--- config.mk ---
export PLATFORM = sky130hd
export DESIGN_NAME = div_mse_accumulator_flat
export DESIGN_NICKNAME = d
export VERILOG_FILES = /design/src/rtl/div_mse_accumulator_pkg.sv /design/src/rtl/div_mse_accumulator_if.sv /design/src/rtl/err_sq_stage.sv /design/src/rtl/div_mse_accumulator.sv /design/src/flat_wrapper.sv
export SDC_FILE = /design/constraint.sdc
export NUM_CORES = 1
export LEC_CHECK = 0
export CAP_MARGIN = 30
export CORE_MARGIN = 2
export CORE_UTILIZATION = 54
export DETAILED_ROUTE_END_ITERATION = 10
export HOLD_SLACK_MARGIN = 0.15
export PLACE_DENSITY = 0.77
export SYNTH_ARGS = -nofsm -noshare
export SYNTH_HDL_FRONTEND = slang
export SYNTH_SLANG_ARGS = --single-unit
--- constraint.sdc ---
create_clock -name clk -period 7.2 [get_ports clk]
set_clock_uncertainty 0.2 [all_clocks]
set_input_delay 1.44 -clock clk [delete_from_list [all_inputs] [get_ports clk]]
set_output_delay 1.44 -clock clk [all_outputs]
set_load 0.05 [all_outputs]
--- src/rtl/div_mse_accumulator_pkg.sv ---
// Shared definitions for the divider MSE accumulator: width defaults and FSM states.
package div_mse_accumulator_pkg;

   localparam int DEF_W     = 8;
   localparam int DEF_CNT_W = 16;

   typedef enum logic [1:0] {
      ST_IDLE  = 2'd0,
      ST_RUN   = 2'd1,
      ST_DRAIN = 2'd2,
      ST_DONE  = 2'd3
   } state_e;

endpackage

--- src/rtl/div_mse_accumulator_if.sv ---
// Sample/result bundle between a stimulus source (master) and the accumulator (slave).
interface div_mse_accumulator_if
   import div_mse_accumulator_pkg::*;
#(
   parameter int W     = DEF_W,
   parameter int CNT_W = DEF_CNT_W,
   parameter int ACC_W = 2*W + CNT_W
);

   logic             start;
   logic [CNT_W-1:0] num_samples;
   logic             in_valid;
   logic             in_ready;
   logic [W-1:0]     q_apx;
   logic [W-1:0]     r_apx;
   logic [W-1:0]     q_ref;
   logic [W-1:0]     r_ref;
   logic [ACC_W-1:0] sse_q;
   logic [ACC_W-1:0] sse_r;
   logic [W-1:0]     max_err_q;
   logic [CNT_W-1:0] err_cnt;
   logic             busy;
   logic             done;

   modport master (
      output start, num_samples, in_valid, q_apx, r_apx, q_ref, r_ref,
      input  in_ready, sse_q, sse_r, max_err_q, err_cnt, busy, done
   );

   modport slave (
      input  start, num_samples, in_valid, q_apx, r_apx, q_ref, r_ref,
      output in_ready, sse_q, sse_r, max_err_q, err_cnt, busy, done
   );

endinterface

--- src/rtl/err_sq_stage.sv ---
// Two pipeline stages for one operand pair: S1 registers |a-b|, S2 registers its square
// (the difference is carried alongside so the parent can track max error and mismatches).
module err_sq_stage
   import div_mse_accumulator_pkg::*;
#(
   parameter int W = DEF_W
) (
   input  logic           clk,
   input  logic           i_en_s1,
   input  logic           i_en_s2,
   input  logic [W-1:0]   i_a,
   input  logic [W-1:0]   i_b,
   output logic [W-1:0]   o_abs,
   output logic [2*W-1:0] o_sq
);

   logic [W-1:0]   w_abs;
   logic [W-1:0]   r_abs_s1;
   logic [W-1:0]   r_abs_s2;
   logic [2*W-1:0] r_sq_s2;

   // Subtract the smaller from the larger so the result never wraps.
   assign w_abs = (i_a >= i_b) ? (i_a - i_b) : (i_b - i_a);

   // NOTE: data registers carry no reset; the parent's valid bits decide when they mean
   // anything, so resetting them would only add reset fan-out.
   // NOTE: sequential state is assigned with <= so every register samples pre-edge values.
   always_ff @(posedge clk) begin
      if (i_en_s1) begin
         r_abs_s1 <= w_abs;
      end
      if (i_en_s2) begin
         r_abs_s2 <= r_abs_s1;
         r_sq_s2  <= {{W{1'b0}}, r_abs_s1} * {{W{1'b0}}, r_abs_s1};
      end
   end

   assign o_abs = r_abs_s2;
   assign o_sq  = r_sq_s2;

endmodule

--- src/rtl/div_mse_accumulator.sv ---
// Accumulates squared quotient/remainder errors of an approximate divider against an exact
// one over a run of samples, through a 3-stage valid-tagged pipeline.
module div_mse_accumulator
   import div_mse_accumulator_pkg::*;
#(
   parameter int W     = DEF_W,
   parameter int CNT_W = DEF_CNT_W,
   parameter int ACC_W = 2*W + CNT_W
) (
   input  logic                clk,
   input  logic                rst,
   div_mse_accumulator_if.slave bus
);

   localparam logic [1:0] S_IDLE  = ST_IDLE;
   localparam logic [1:0] S_RUN   = ST_RUN;
   localparam logic [1:0] S_DRAIN = ST_DRAIN;
   localparam logic [1:0] S_DONE  = ST_DONE;

   logic [1:0]       r_state;
   logic [1:0]       w_state_nxt;
   logic [CNT_W-1:0] r_remaining;
   logic [1:0]       r_drain_cnt;
   logic             r_in_ready;
   logic             r_busy;
   logic             r_done;
   logic             r_v1;
   logic             r_v2;
   logic [ACC_W-1:0] r_sse_q;
   logic [ACC_W-1:0] r_sse_r;
   logic [W-1:0]     r_max_err_q;
   logic [CNT_W-1:0] r_err_cnt;

   logic             w_accept;
   logic             w_last;
   logic             w_start;
   logic             w_drain_end;
   logic [W-1:0]     w_abs_q;
   logic [W-1:0]     w_abs_r;
   logic [2*W-1:0]   w_sq_q;
   logic [2*W-1:0]   w_sq_r;

   assign w_accept    = bus.in_valid && r_in_ready;
   // A loaded count of 0 decrements through all-ones, giving 2^CNT_W samples for free.
   assign w_last      = w_accept && (r_remaining == CNT_W'(1));
   assign w_start     = bus.start && ((r_state == S_IDLE) || (r_state == S_DONE));
   assign w_drain_end = (r_state == S_DRAIN) && (r_drain_cnt == 2'd2);

   err_sq_stage #(.W(W)) u_q_stage (
      .clk     (clk),
      .i_en_s1 (w_accept),
      .i_en_s2 (r_v1),
      .i_a     (bus.q_apx),
      .i_b     (bus.q_ref),
      .o_abs   (w_abs_q),
      .o_sq    (w_sq_q)
   );

   err_sq_stage #(.W(W)) u_r_stage (
      .clk     (clk),
      .i_en_s1 (w_accept),
      .i_en_s2 (r_v1),
      .i_a     (bus.r_apx),
      .i_b     (bus.r_ref),
      .o_abs   (w_abs_r),
      .o_sq    (w_sq_r)
   );

   // NOTE: the default assignment first keeps this combinational block free of latches.
   always_comb begin
      w_state_nxt = r_state;
      case (r_state)
         S_IDLE, S_DONE: if (w_start)     w_state_nxt = S_RUN;
         S_RUN:          if (w_last)      w_state_nxt = S_DRAIN;
         S_DRAIN:        if (w_drain_end) w_state_nxt = S_DONE;
         default:                         w_state_nxt = S_IDLE;
      endcase
   end

   always_ff @(posedge clk) begin
      if (rst) begin
         r_state     <= S_IDLE;
         r_remaining <= '0;
         r_drain_cnt <= '0;
         r_in_ready  <= 1'b0;
         r_busy      <= 1'b0;
         r_done      <= 1'b0;
         r_v1        <= 1'b0;
         r_v2        <= 1'b0;
         r_sse_q     <= '0;
         r_sse_r     <= '0;
         r_max_err_q <= '0;
         r_err_cnt   <= '0;
      end else begin
         r_state     <= w_state_nxt;
         r_in_ready  <= (w_state_nxt == S_RUN);
         r_busy      <= (w_state_nxt == S_RUN) || (w_state_nxt == S_DRAIN);
         r_done      <= (w_state_nxt == S_DONE);
         r_drain_cnt <= (r_state == S_DRAIN) ? r_drain_cnt + 2'd1 : 2'd0;
         r_v1        <= w_accept;
         r_v2        <= r_v1;

         if (w_start) begin
            r_remaining <= bus.num_samples;
         end else if (w_accept) begin
            r_remaining <= r_remaining - CNT_W'(1);
         end

         // The pipeline is empty whenever start is honoured, so clearing cannot drop a sample.
         if (w_start) begin
            r_sse_q     <= '0;
            r_sse_r     <= '0;
            r_max_err_q <= '0;
            r_err_cnt   <= '0;
         end else if (r_v2) begin
            r_sse_q <= r_sse_q + ACC_W'(w_sq_q);
            r_sse_r <= r_sse_r + ACC_W'(w_sq_r);
            if (w_abs_q > r_max_err_q) begin
               r_max_err_q <= w_abs_q;
            end
            if ((w_abs_q != '0) || (w_abs_r != '0)) begin
               r_err_cnt <= r_err_cnt + CNT_W'(1);
            end
         end
      end
   end

   assign bus.in_ready  = r_in_ready;
   assign bus.busy      = r_busy;
   assign bus.done      = r_done;
   assign bus.sse_q     = r_sse_q;
   assign bus.sse_r     = r_sse_r;
   assign bus.max_err_q = r_max_err_q;
   assign bus.err_cnt   = r_err_cnt;

endmodule

--- src/flat_wrapper.sv ---
// flat-port wrapper written by rule: the top's interface ports become plain ports
module div_mse_accumulator_flat import div_mse_accumulator_pkg::*;
#(
   parameter int W     = DEF_W,
   parameter int CNT_W = DEF_CNT_W,
   parameter int ACC_W = 2*W + CNT_W
)
  (clk, rst, bus_start, bus_num_samples, bus_in_valid, bus_q_apx, bus_r_apx, bus_q_ref, bus_r_ref, bus_in_ready, bus_sse_q, bus_sse_r, bus_max_err_q, bus_err_cnt, bus_busy, bus_done);
  div_mse_accumulator_if #(.W(W), .CNT_W(CNT_W), .ACC_W(ACC_W)) bus_i ();
  input  logic clk;
  input  logic rst;
  input wire logic [$bits(bus_i.start)-1:0] bus_start;
  input wire logic [$bits(bus_i.num_samples)-1:0] bus_num_samples;
  input wire logic [$bits(bus_i.in_valid)-1:0] bus_in_valid;
  input wire logic [$bits(bus_i.q_apx)-1:0] bus_q_apx;
  input wire logic [$bits(bus_i.r_apx)-1:0] bus_r_apx;
  input wire logic [$bits(bus_i.q_ref)-1:0] bus_q_ref;
  input wire logic [$bits(bus_i.r_ref)-1:0] bus_r_ref;
  output wire logic [$bits(bus_i.in_ready)-1:0] bus_in_ready;
  output wire logic [$bits(bus_i.sse_q)-1:0] bus_sse_q;
  output wire logic [$bits(bus_i.sse_r)-1:0] bus_sse_r;
  output wire logic [$bits(bus_i.max_err_q)-1:0] bus_max_err_q;
  output wire logic [$bits(bus_i.err_cnt)-1:0] bus_err_cnt;
  output wire logic [$bits(bus_i.busy)-1:0] bus_busy;
  output wire logic [$bits(bus_i.done)-1:0] bus_done;
  assign bus_i.start = bus_start;
  assign bus_i.num_samples = bus_num_samples;
  assign bus_i.in_valid = bus_in_valid;
  assign bus_i.q_apx = bus_q_apx;
  assign bus_i.r_apx = bus_r_apx;
  assign bus_i.q_ref = bus_q_ref;
  assign bus_i.r_ref = bus_r_ref;
  assign bus_in_ready = bus_i.in_ready;
  assign bus_sse_q = bus_i.sse_q;
  assign bus_sse_r = bus_i.sse_r;
  assign bus_max_err_q = bus_i.max_err_q;
  assign bus_err_cnt = bus_i.err_cnt;
  assign bus_busy = bus_i.busy;
  assign bus_done = bus_i.done;
  div_mse_accumulator #(.W(W), .CNT_W(CNT_W), .ACC_W(ACC_W)) u_core (.clk(clk), .rst(rst), .bus(bus_i));
endmodule
==> results.py <==
metrics = {
    "sta": {
        "min_period_ps": 5440,
        "finalSetupViolCount": 0,
        "period_share_pct": 75.5,
        "hold_ws_ps": 229,
        "relSlewSlack_pct": 35.1,
        "finalSetupTns_ps": 0,
        "hold_viol": 0,
        "tightest_slew_ps": 973,
        "rsz0062_at_grt": "false",
        "max_freq_mhz": 184,
        "slew_viol_final": 0,
    },
    "run": {
        "maxCapViolations": 0,
    },
    "grt": {
        "grt_max_degree": 87,
        "grt_pass1_wl_um": 41600,
        "first_global_vias": 9124,
        "antenna_found_initial": 0,
        "grt_use_total_pct": 20.9,
        "overflow": 0,
    },
    "route": {
        "drtIter0Drc": 438,
        "drtPass1Iterations": 5,
        "totalWireLength_um": 24700,
        "drc": 0,
        "via_per_inst": 5.34,
        "ant_nets": 0,
        "wl_per_cell_um": 14.1,
        "vias": 9333,
    },
    "floorplan": {
        "coreArea_mm2": 0.0226,
        "ios": 143,
        "die_h_um": 156,
        "initial_utilization_pct": 54.9,
        "rows": 55,
        "dieArea_mm2": 0.0242,
        "die_x_um": 156,
    },
    "finish": {
        "post-route-util_pct": 65.1,
        "nets": 1694,
        "filler_cell_count": 1844,
        "most-common-layout-cells": "inv_1 (144), nor2_1 (143), clkdlybuf4s50_1 (142)",
        "antenna_cells": 0,
        "final_common_cell": "inv_1",
        "multi_input_area_mm2": 0.00770,
        "seq_area_mm2": 0.00407,
        "drive_gt1_share_pct": 3.76,
        "synthToLayoutAreaGrowth_pct": 18.6,
    },
    "clocking": {
        "cts_tree": "built",
        "clock_sinks": 173,
        "cts_buffers": 17,
        "cts_resized": 0,
        "clockBufferDepth": 2,
        "insertion_delay_ps": 430,
        "htreeDepth": 4,
        "clkSlewWorstSetupHoldPaths_ps": 70,
        "cts_hold_buf": 0,
        "post_cts_buffers": 0,
        "cts_root_buf": "clkbuf_16",
    },
    "outcome": {
        "status": "finished clean",
    },
    "yosys": {
        "async_flop_share_pct": 0,
        "synth_area_per_cell_um2": 9.43,
        "yosysTopAreaCell": "dfxtp_1",
        "yosysWarnings": 0,
        "synthFlopType": "dfxtp_1",
        "syn-num-nets": 1561,
        "synth_cells": 1318,
        "yosysSeqAreaShare_pct": 32.7,
        "synth_seq_cells": 173,
        "synth_area_leaders": "dfxtp_1 (18%), edfxtp_1 (14%), ha_1 (14%)",
        "synth_top_area_share_pct": 18.2,
        "synthDistinctLibCells": 61,
        "syn-cell-area_mm2": 0.0124,
        "synth-edff-count": 60,
    },
    "worst_setup_path": {
        "setup.worst_path.end_class": "flip-flop",
        "required_ps": 7180,
        "cp.arrival_ps": 5420,
        "criticalPathCategory": "flip-flop to flip-flop",
        "cp-start-kind": "flip-flop",
        "path_max_fanout": 9,
    },
    "worst_hold_path": {
        "hold_path_class": "flip-flop to flip-flop",
    },
    "power": {
        "p_per_area_mw_per_mm2": 206,
        "p_leak_nw": 6.34,
        "vdd_drop_max_v": 0.000154,
    },
    "place": {
        "hpwl_um": 18800,
        "portBuffers": 142,
        "gp_congestion": 0.847,
    },
}
logic make-up after synthesis:
family                     Yosys count  share of synthesized area (%)
and+or+nand+nor                    396                           15.7
AOI/OAI and AO/OA                  211                           11.4
muxes                               42                           3.39
adders and majority gates          191                           22.5
xor gates and xnor gates           128                           9.02
buffers and inverters              177                           5.36
DFF                                173                           32.7
path summary, 6_finish.rpt:
kind / start / to / slack [ps] / cells past startpoint
worst max register to register: u_core.u_r_stage.r_abs_s1[5]$_DFFE_PP_ / u_core.u_r_stage.o_sq[15]$_DFFE_PP_ / 1760 / 16
worst min-delay path: u_core.r_drain_cnt[0]$_SDFF_PP0_ / u_core.r_drain_cnt[0]$_SDFF_PP0_ / 230 / 1
worst max-delay path: u_core.u_r_stage.r_abs_s1[5]$_DFFE_PP_ / u_core.u_r_stage.o_sq[15]$_DFFE_PP_ / 1760 / 16
worst min register to register: u_core.r_drain_cnt[0]$_SDFF_PP0_ / u_core.r_drain_cnt[0]$_SDFF_PP0_ / 230 / 1
report_power, final:
part / leakage [nW] / switching (mW) / internal [mW] / total [mW]
Combinational: 4.59 / 0.538 / 0.454 / 0.992
Sequential: 1.46 / 0.0301 / 1.10 / 1.13
Clock: 0.289 / 0.407 / 0.514 / 0.921
per-layer routing:
metal	vias up	routed length (µm)	track usage [%]
li1	4752	-	-
met1	4379	11500	26.8
met2	177	11900	36.5
met3	25	976	3.56
met4	0	317	5.81
met5	-	0	0
cell type report:
| type | instances | share of cell area (%) |
|---|---|---|
| clock buffers | 20 | 3.18 |
| flip-flops and latches | 173 | 27.6 |
| inverters | 145 | 3.69 |
| multi-input cells | 968 | 52.3 |
| well taps | 285 | 2.42 |
| clock inverters | 12 | 0.824 |
| repair buffers | 146 | 9.99 |
flip-flops by register name, summed over array words and instances, names as in the netlist:
signal / flops
u_core.bus.busy: 1
u_core.bus.done: 1
u_core.u_q_stage.o_abs: 8
u_core.u_r_stage.r_abs_s1: 8
u_core.bus.max_err_q: 8
u_core.r_state: 2
u_core.bus.sse_q: 32
u_core.r_v1: 1
u_core.bus.in_ready: 1
u_core.r_drain_cnt: 2
u_core.u_q_stage.r_abs_s1: 8
u_core.bus.err_cnt: 16
u_core.bus.sse_r: 32
u_core.u_r_stage.o_sq: 14
u_core.u_r_stage.o_abs: 8
u_core.u_q_stage.o_sq: 14
u_core.r_remaining: 16
u_core.r_v2: 1
synth_stat cells (3+ instances only):
library cell,count
ha_1,137
and3_1,16
nor2_1,143
and2_1,42
clkbuf_1,27
xor2_1,68
nand3_1,30
or3_1,7
or2_2,5
buf_1,4
nor4_1,9
o211ai_1,6
nor3_1,10
o21bai_1,5
edfxtp_1,60
o21a_1,8
nand4_1,17
nor2b_1,26
mux2i_1,41
a21oi_1,60
a211oi_1,28
a31oi_1,5
dfxtp_1,113
inv_1,144
nand2b_1,20
nand2_1,60
a21o_1,29
o31ai_1,3
o22ai_1,4
o21ai_0,37
and4_1,4
fa_1,54
xnor2_1,60
worst max-delay path, cell delays in order (launching register included):
cell and delay [ps]:
edfxtp_1 490, inv_1 150, nor2_1 210, fa_1 480
fa_1 560, inv_1 60, fa_1 500, fa_1 550
inv_1 40, ha_1 330, or2_2 330, a21oi_1 150
a21oi_1 60, and4_1 200, a2111oi_1 560, a21oi_1 150
xnor2_1 150
stage by stage:
stage               cells  power (mW)  area, µm²  setup slack [ps]
detailed placement   1716        2.13      14100              1750
floorplan            1318        1.92      12400              2090
global route         1749        3.24      14700              1430
CTS                  1748        3.07      14700              1740
global placement     1715        2.09      14100              1960
finish               1749        3.04      14700              1760
Power figures use the tool's default switching activity.
==> RTL edit 1 (same flow settings) <==
Change the package constant `DEF_W` from 8 to 10.
--- a/src/rtl/div_mse_accumulator_pkg.sv
+++ b/src/rtl/div_mse_accumulator_pkg.sv
@@ -1,7 +1,7 @@
 // Shared definitions for the divider MSE accumulator: width defaults and FSM states.
 package div_mse_accumulator_pkg;
 
-   localparam int DEF_W     = 8;
+   localparam int DEF_W     = 10;
    localparam int DEF_CNT_W = 16;
 
    typedef enum logic [1:0] {
Interface: changed (7 resized); port bits go from 143 to 161. The function was not compared with the original's and may differ.
==> RTL edit 1 against the unedited design <==
  * Worst setup slack got worse by 0.51 ns
  * Final cell count rose by 33%
  * Final area rose by 29%
  * Synthesized cell count rose by 35%
  * Synthesized area rose by 32%
  * Wire length rose by 38%
  * Total power rose by 35%
  * Sequential cell count rose by 26
  * Critical path type unchanged
  * Largest cell class unchanged
  * Largest power group is now combinational logic
  * Highest routed layer unchanged
==> RTL edit 1: results (changes against the unedited design) <==
[hold_path]
holdPathStages = 1  ; unchanged
min_from = u_core.r_drain_cnt[0]$_SDFF_PP0_  ; unchanged
holdPathEnd = u_core.r_drain_cnt[0]$_SDFF_PP0_  ; unchanged

[drt]
first_iter_violations = 682  ; was 438
dr_total_vias = 12600  ; was 9333
via_per_inst = 5.43  ; was 5.34
finalWirelength_um = 34000  ; was 24700 um

[grt]
grt_first_pass_wirelength_um = 57400  ; was 41600 um
grt.total_usage_pct = 22.1  ; was 20.9%
antenna_found_initial = 0  ; unchanged
grt_max_degree = 75  ; was 87
first_global_vias = 12300  ; was 9124

[yosys]
synth-compound-area-share_pct = 12.3  ; was 11.4%
yosys.area_share.xor_xnor_pct = 6.83  ; was 9.02%
ys.warnings.count = 0  ; unchanged
synth_common_cells = inv_1 (222), ha_1 (192), nor2_1 (155)  ; was inv_1 (144), nor2_1 (143), ha_1 (137)
synth_area_leaders = dfxtp_1 (15%), ha_1 (15%), edfxtp_1 (14%)  ; was dfxtp_1 (18%), edfxtp_1 (14%), ha_1 (14%)
ys_types = 71  ; was 61
synthMuxAreaShare_pct = 3.44  ; was 3.39%
ys_seq_area_share_pct = 28.9  ; was 32.7%
syn-instance-count = 1778  ; was 1318
syn_nets = 2129  ; was 1561
synth_edf_count = 76  ; was 60
synthAdderAreaFrac_pct = 26.7  ; was 22.5%

[setup_path]
cp-startpoint = u_core.u_r_stage.r_abs_s1[0]$_DFFE_PP_  ; was u_core.u_r_stage.r_abs_s1[5]$_DFFE_PP_
crit_arrival_ns = 5.95  ; was 5.42 ns
cp_top_family = adder cells  ; unchanged
r2r_end = u_core.u_r_stage.o_sq[17]$_DFFE_PP_  ; was u_core.u_r_stage.o_sq[15]$_DFFE_PP_
rr_startpoint = u_core.u_r_stage.r_abs_s1[0]$_DFFE_PP_  ; was u_core.u_r_stage.r_abs_s1[5]$_DFFE_PP_
critPathSlowestCell = a2111oi_0  ; was fa_1
max_stage_delay_ns = 0.69  ; was 0.56 ns
path_max_fanout = 14  ; was 9
crit_path_end_kind = flip-flop  ; unchanged
worst-r2r-cell-count = 17  ; was 16
r2r_slack_ns = 1.25  ; was 1.76 ns

[timing]
whs_ns = 0.212  ; was 0.229 ns
min_period_ns = 5.95  ; was 5.44 ns
max-slew-margin-rel_pct = 42.9  ; was 35.1%

[place]
dp_slack_ns = 1.33  ; was 1.75 ns
hpwlAfterDp_um = 26600  ; was 18800 um
gp_congestion = 0.905  ; was 0.847
io_buffers = 160  ; was 142
dpl_cell_area_um2 = 18400  ; was 14100 um2

[cells_and_area]
drive_gt1_share_pct = 3.26  ; was 3.76%
antenna_cells = 0  ; unchanged
num-nets-final = 2270  ; was 1694

[outcome]
outcome = complete, no violations  ; unchanged

[cts]
cts_buffer_depth = 2  ; unchanged
cts_resized = 0  ; unchanged
h-tree-depth = 4  ; unchanged
clk_latency_ns = 0.45  ; was 0.43 ns
root_buffer = clkbuf_16  ; unchanged
cts_setup_buffers = 0  ; unchanged

[power]
irDropWorstVdd_v = 0.000161  ; was 0.000154 V
leakagePower_nw = 8.16  ; was 6.34 nW

[RTL edit 1: power by group]
group,switching (mW),internal [mW]
clock network,0.443,0.460
logic,1.01,0.835
registers,0.0355,1.30
[RTL edit 1: worst register-to-register path, delay by kind of cell (launching register included)]
family / cells / cell delay [ns]
simple gates: 4 / 0.74
flops: 1 / 0.55
compound gates: 3 / 0.92
buf+inv: 3 / 0.15
xor+xnor: 1 / 0.13
fa+ha+maj: 6 / 3.01
[RTL edit 1: cell type report]
cell class / instances / area, um2
clock buffers: 21 / 452
clock inverters: 11 / 91.3
fillers: 2416 / 10800
inverters: 224 / 841
multi-input cells: 1307 / 10700
flip-flops and latches: 199 / 4750
well taps: 390 / 488
repair buffers: 170 / 1690
[RTL edit 1: routing by layer]
layer	GRT usage (%)	vias to the layer above	share of wire, %
met2	36.7	283	46
met4	4.91	0	1.0
met5	0	-	0
met3	3.77	28	5.2
li1	-	6362	-
met1	30.2	5932	48
==> RTL edit 2 (same settings) <==
Without the edit above. Make the reset (`rst`) asynchronous in one clocked block.
--- a/src/rtl/div_mse_accumulator.sv
+++ b/src/rtl/div_mse_accumulator.sv
@@ -77,7 +77,7 @@
       endcase
    end
 
-   always_ff @(posedge clk) begin
+   always_ff @(posedge clk or posedge rst) begin
       if (rst) begin
          r_state     <= S_IDLE;
          r_remaining <= '0;
Formal check against the unedited RTL: differs if rst is asserted again (counterexample within 4 cycles, from zero or initial values and one cycle with rst high); with rst held inactive, the same outputs for 4 cycles.
==> RTL edit 2 against the unedited design <==
  * First-iteration DRC count rose by 91%
  * Final area up 7.4%
  * Final cell count grew 7.1%
  * Critical path depth is 1 lower
  * Wire length up 15%
  * Via count is 11% higher
  * Sequential cell count is the same
  * Synthesized area grew 8.7%
  * Maximum frequency is 2.7% higher
  * Worst setup slack better by 0.14 ns
  * Critical path type unchanged
  * Critical endpoint is now u_core.u_q_stage.o_sq[15]$_DFFE_PP_
  * Largest cell class unchanged
  * Highest routed layer unchanged
Power is not compared: it rests on default switching activity, and its combinational part moved more than twofold at a synthesized area within 25%.
==> RTL edit 2: results (changes against the unedited design) <==
[outcome]
outcome = complete, no violations  ; unchanged

[yosys]
synthAdderAreaFrac_pct = 20.8  ; was 22.5%
async_flop_share_pct = 65.3  ; was 0%
synth-compound-area-share_pct = 13.3  ; was 11.4%
ys_seq_area_share_pct = 34.3  ; was 32.7%
synth_common_cells = inv_1 (159), ha_1 (138), nand2_1 (114)  ; was inv_1 (144), nor2_1 (143), ha_1 (137)
syn_nets = 1652  ; was 1561
ys_types = 67  ; was 61
synthMuxAreaShare_pct = 3.39  ; about the same

[setup_path]
r2r_slack_ns = 1.90  ; was 1.76 ns
r2r_end = u_core.u_q_stage.o_sq[15]$_DFFE_PP_  ; was u_core.u_r_stage.o_sq[15]$_DFFE_PP_
worst-r2r-cell-count = 15  ; was 16
path_max_fanout = 11  ; was 9
critPathSlowestCell = a2111oi_0  ; was fa_1
crit_arrival_ns = 5.27  ; was 5.42 ns
max_stage_delay_ns = 0.64  ; was 0.56 ns

[grt]
grt.total_usage_pct = 22.2  ; was 20.9%
grt_max_degree = 86  ; was 87
grt_first_pass_wirelength_um = 47800  ; was 41600 um
first_global_vias = 10100  ; was 9124

[place]
hpwlAfterDp_um = 21400  ; was 18800 um
gp_congestion = 0.873  ; was 0.847
dpl_cell_area_um2 = 15200  ; was 14100 um2

[timing]
max-slew-margin-rel_pct = 31.3  ; was 35.1%

[cells_and_area]
num-nets-final = 1780  ; was 1694
drive_gt1_share_pct = 4.52  ; was 3.76%

[drt]
via_per_inst = 5.54  ; was 5.34

[hold_path]
holdPathEnd = u_core.r_drain_cnt[0]$_DFF_PP0_  ; was u_core.r_drain_cnt[0]$_SDFF_PP0_

[RTL edit 2: cell count changes in the layout (fill, tap and decap cells not counted), moves of 9 or more]
| cell | unedited run | this run |
|---|---|---|
| dfrtp_1 | 0 | 111 |
| or4_1 | 1 | 10 |
| nand2_1 | 60 | 113 |
| or3_1 | 7 | 17 |
| dfxtp_1 | 111 | 0 |
| nor2_1 | 143 | 88 |
| xor2_1 | 68 | 33 |
| nand2b_1 | 19 | 9 |
| a31oi_1 | 5 | 14 |
| o21ai_0 | 37 | 67 |
| a21oi_1 | 60 | 76 |
| inv_1 | 144 | 158 |
[RTL edit 2: layer usage]
layer | routed length (um) | track usage [%] | share of wire (%) | vias up
met5 | 0 | 0 | 0 | -
met4 | 394 | 5.99 | 1.4 | 0
met3 | 1110 | 3.32 | 3.9 | 31
met2 | 13500 | 38.0 | 48 | 200
met1 | 13300 | 29.7 | 47 | 4972
li1 | - | - | - | 5177
[RTL edit 2: cells by family after synthesis]
group / Yosys count
muxes: 45
buffers and inverters: 198
adders and majority gates: 192
DFF: 173
xor gates and xnor gates: 93
and+or+nand+nor: 431
AOI/OAI and AO/OA: 276
[RTL edit 2: worst max-delay path by stage]
stage	to	slack (ns)	cells past startpoint
2_1_floorplan	u_core.u_q_stage.o_sq[15]$_DFFE_PP_	2.17	16
3_3_place_gp	u_core.u_q_stage.o_sq[15]$_DFFE_PP_	2.07	15
3_5_place_dp	u_core.u_q_stage.o_sq[15]$_DFFE_PP_	2.01	15
4_1_cts	u_core.u_q_stage.o_sq[15]$_DFFE_PP_	1.94	15
5_1_grt	u_core.u_q_stage.o_sq[15]$_DFFE_PP_	1.60	15
6_report	u_core.u_q_stage.o_sq[15]$_DFFE_PP_	1.90	15
[RTL edit 2: power groups by stage]
stage | clock (mW) | sequential, mW | combinational [mW]
after floorplan | 0 | 2.01 | 3.43
after global placement | 0 | 1.75 | 4.55
after detailed placement | 0 | 1.76 | 4.66
after CTS | 0.933 | 1.75 | 4.72
after global routing | 0.975 | 1.76 | 5.35
final | 0.916 | 1.73 | 4.72
[RTL edit 2: final cells by class]
cell class	instances	area [um2]
multi-input cells	1037	8120
inverters	159	599
fillers	1964	8650
flip-flops and latches	173	4630
clock buffers	20	458
repair buffers	148	1480
clock inverters	12	124
well taps	324	405
[RTL edit 2: stage by stage]
| stage | worst slack, ns | std cells | utilization, % | hold WS, ns | power [mW] |
|---|---|---|---|---|---|
| finish | 1.90 | 1873 | 64.7 | 0.228 | 7.36 |
| global route | 1.60 | 1873 | 64.7 | 0.273 | 8.09 |
| CTS | 1.94 | 1872 | 64.6 | 0.231 | 7.40 |
| detailed placement | 2.01 | 1840 | 62.2 | 0.221 | 6.42 |
| global placement | 2.07 | 1840 | 62.2 | 0.214 | 6.30 |
| floorplan | 2.17 | 1408 | - | 0.202 | 5.44 |
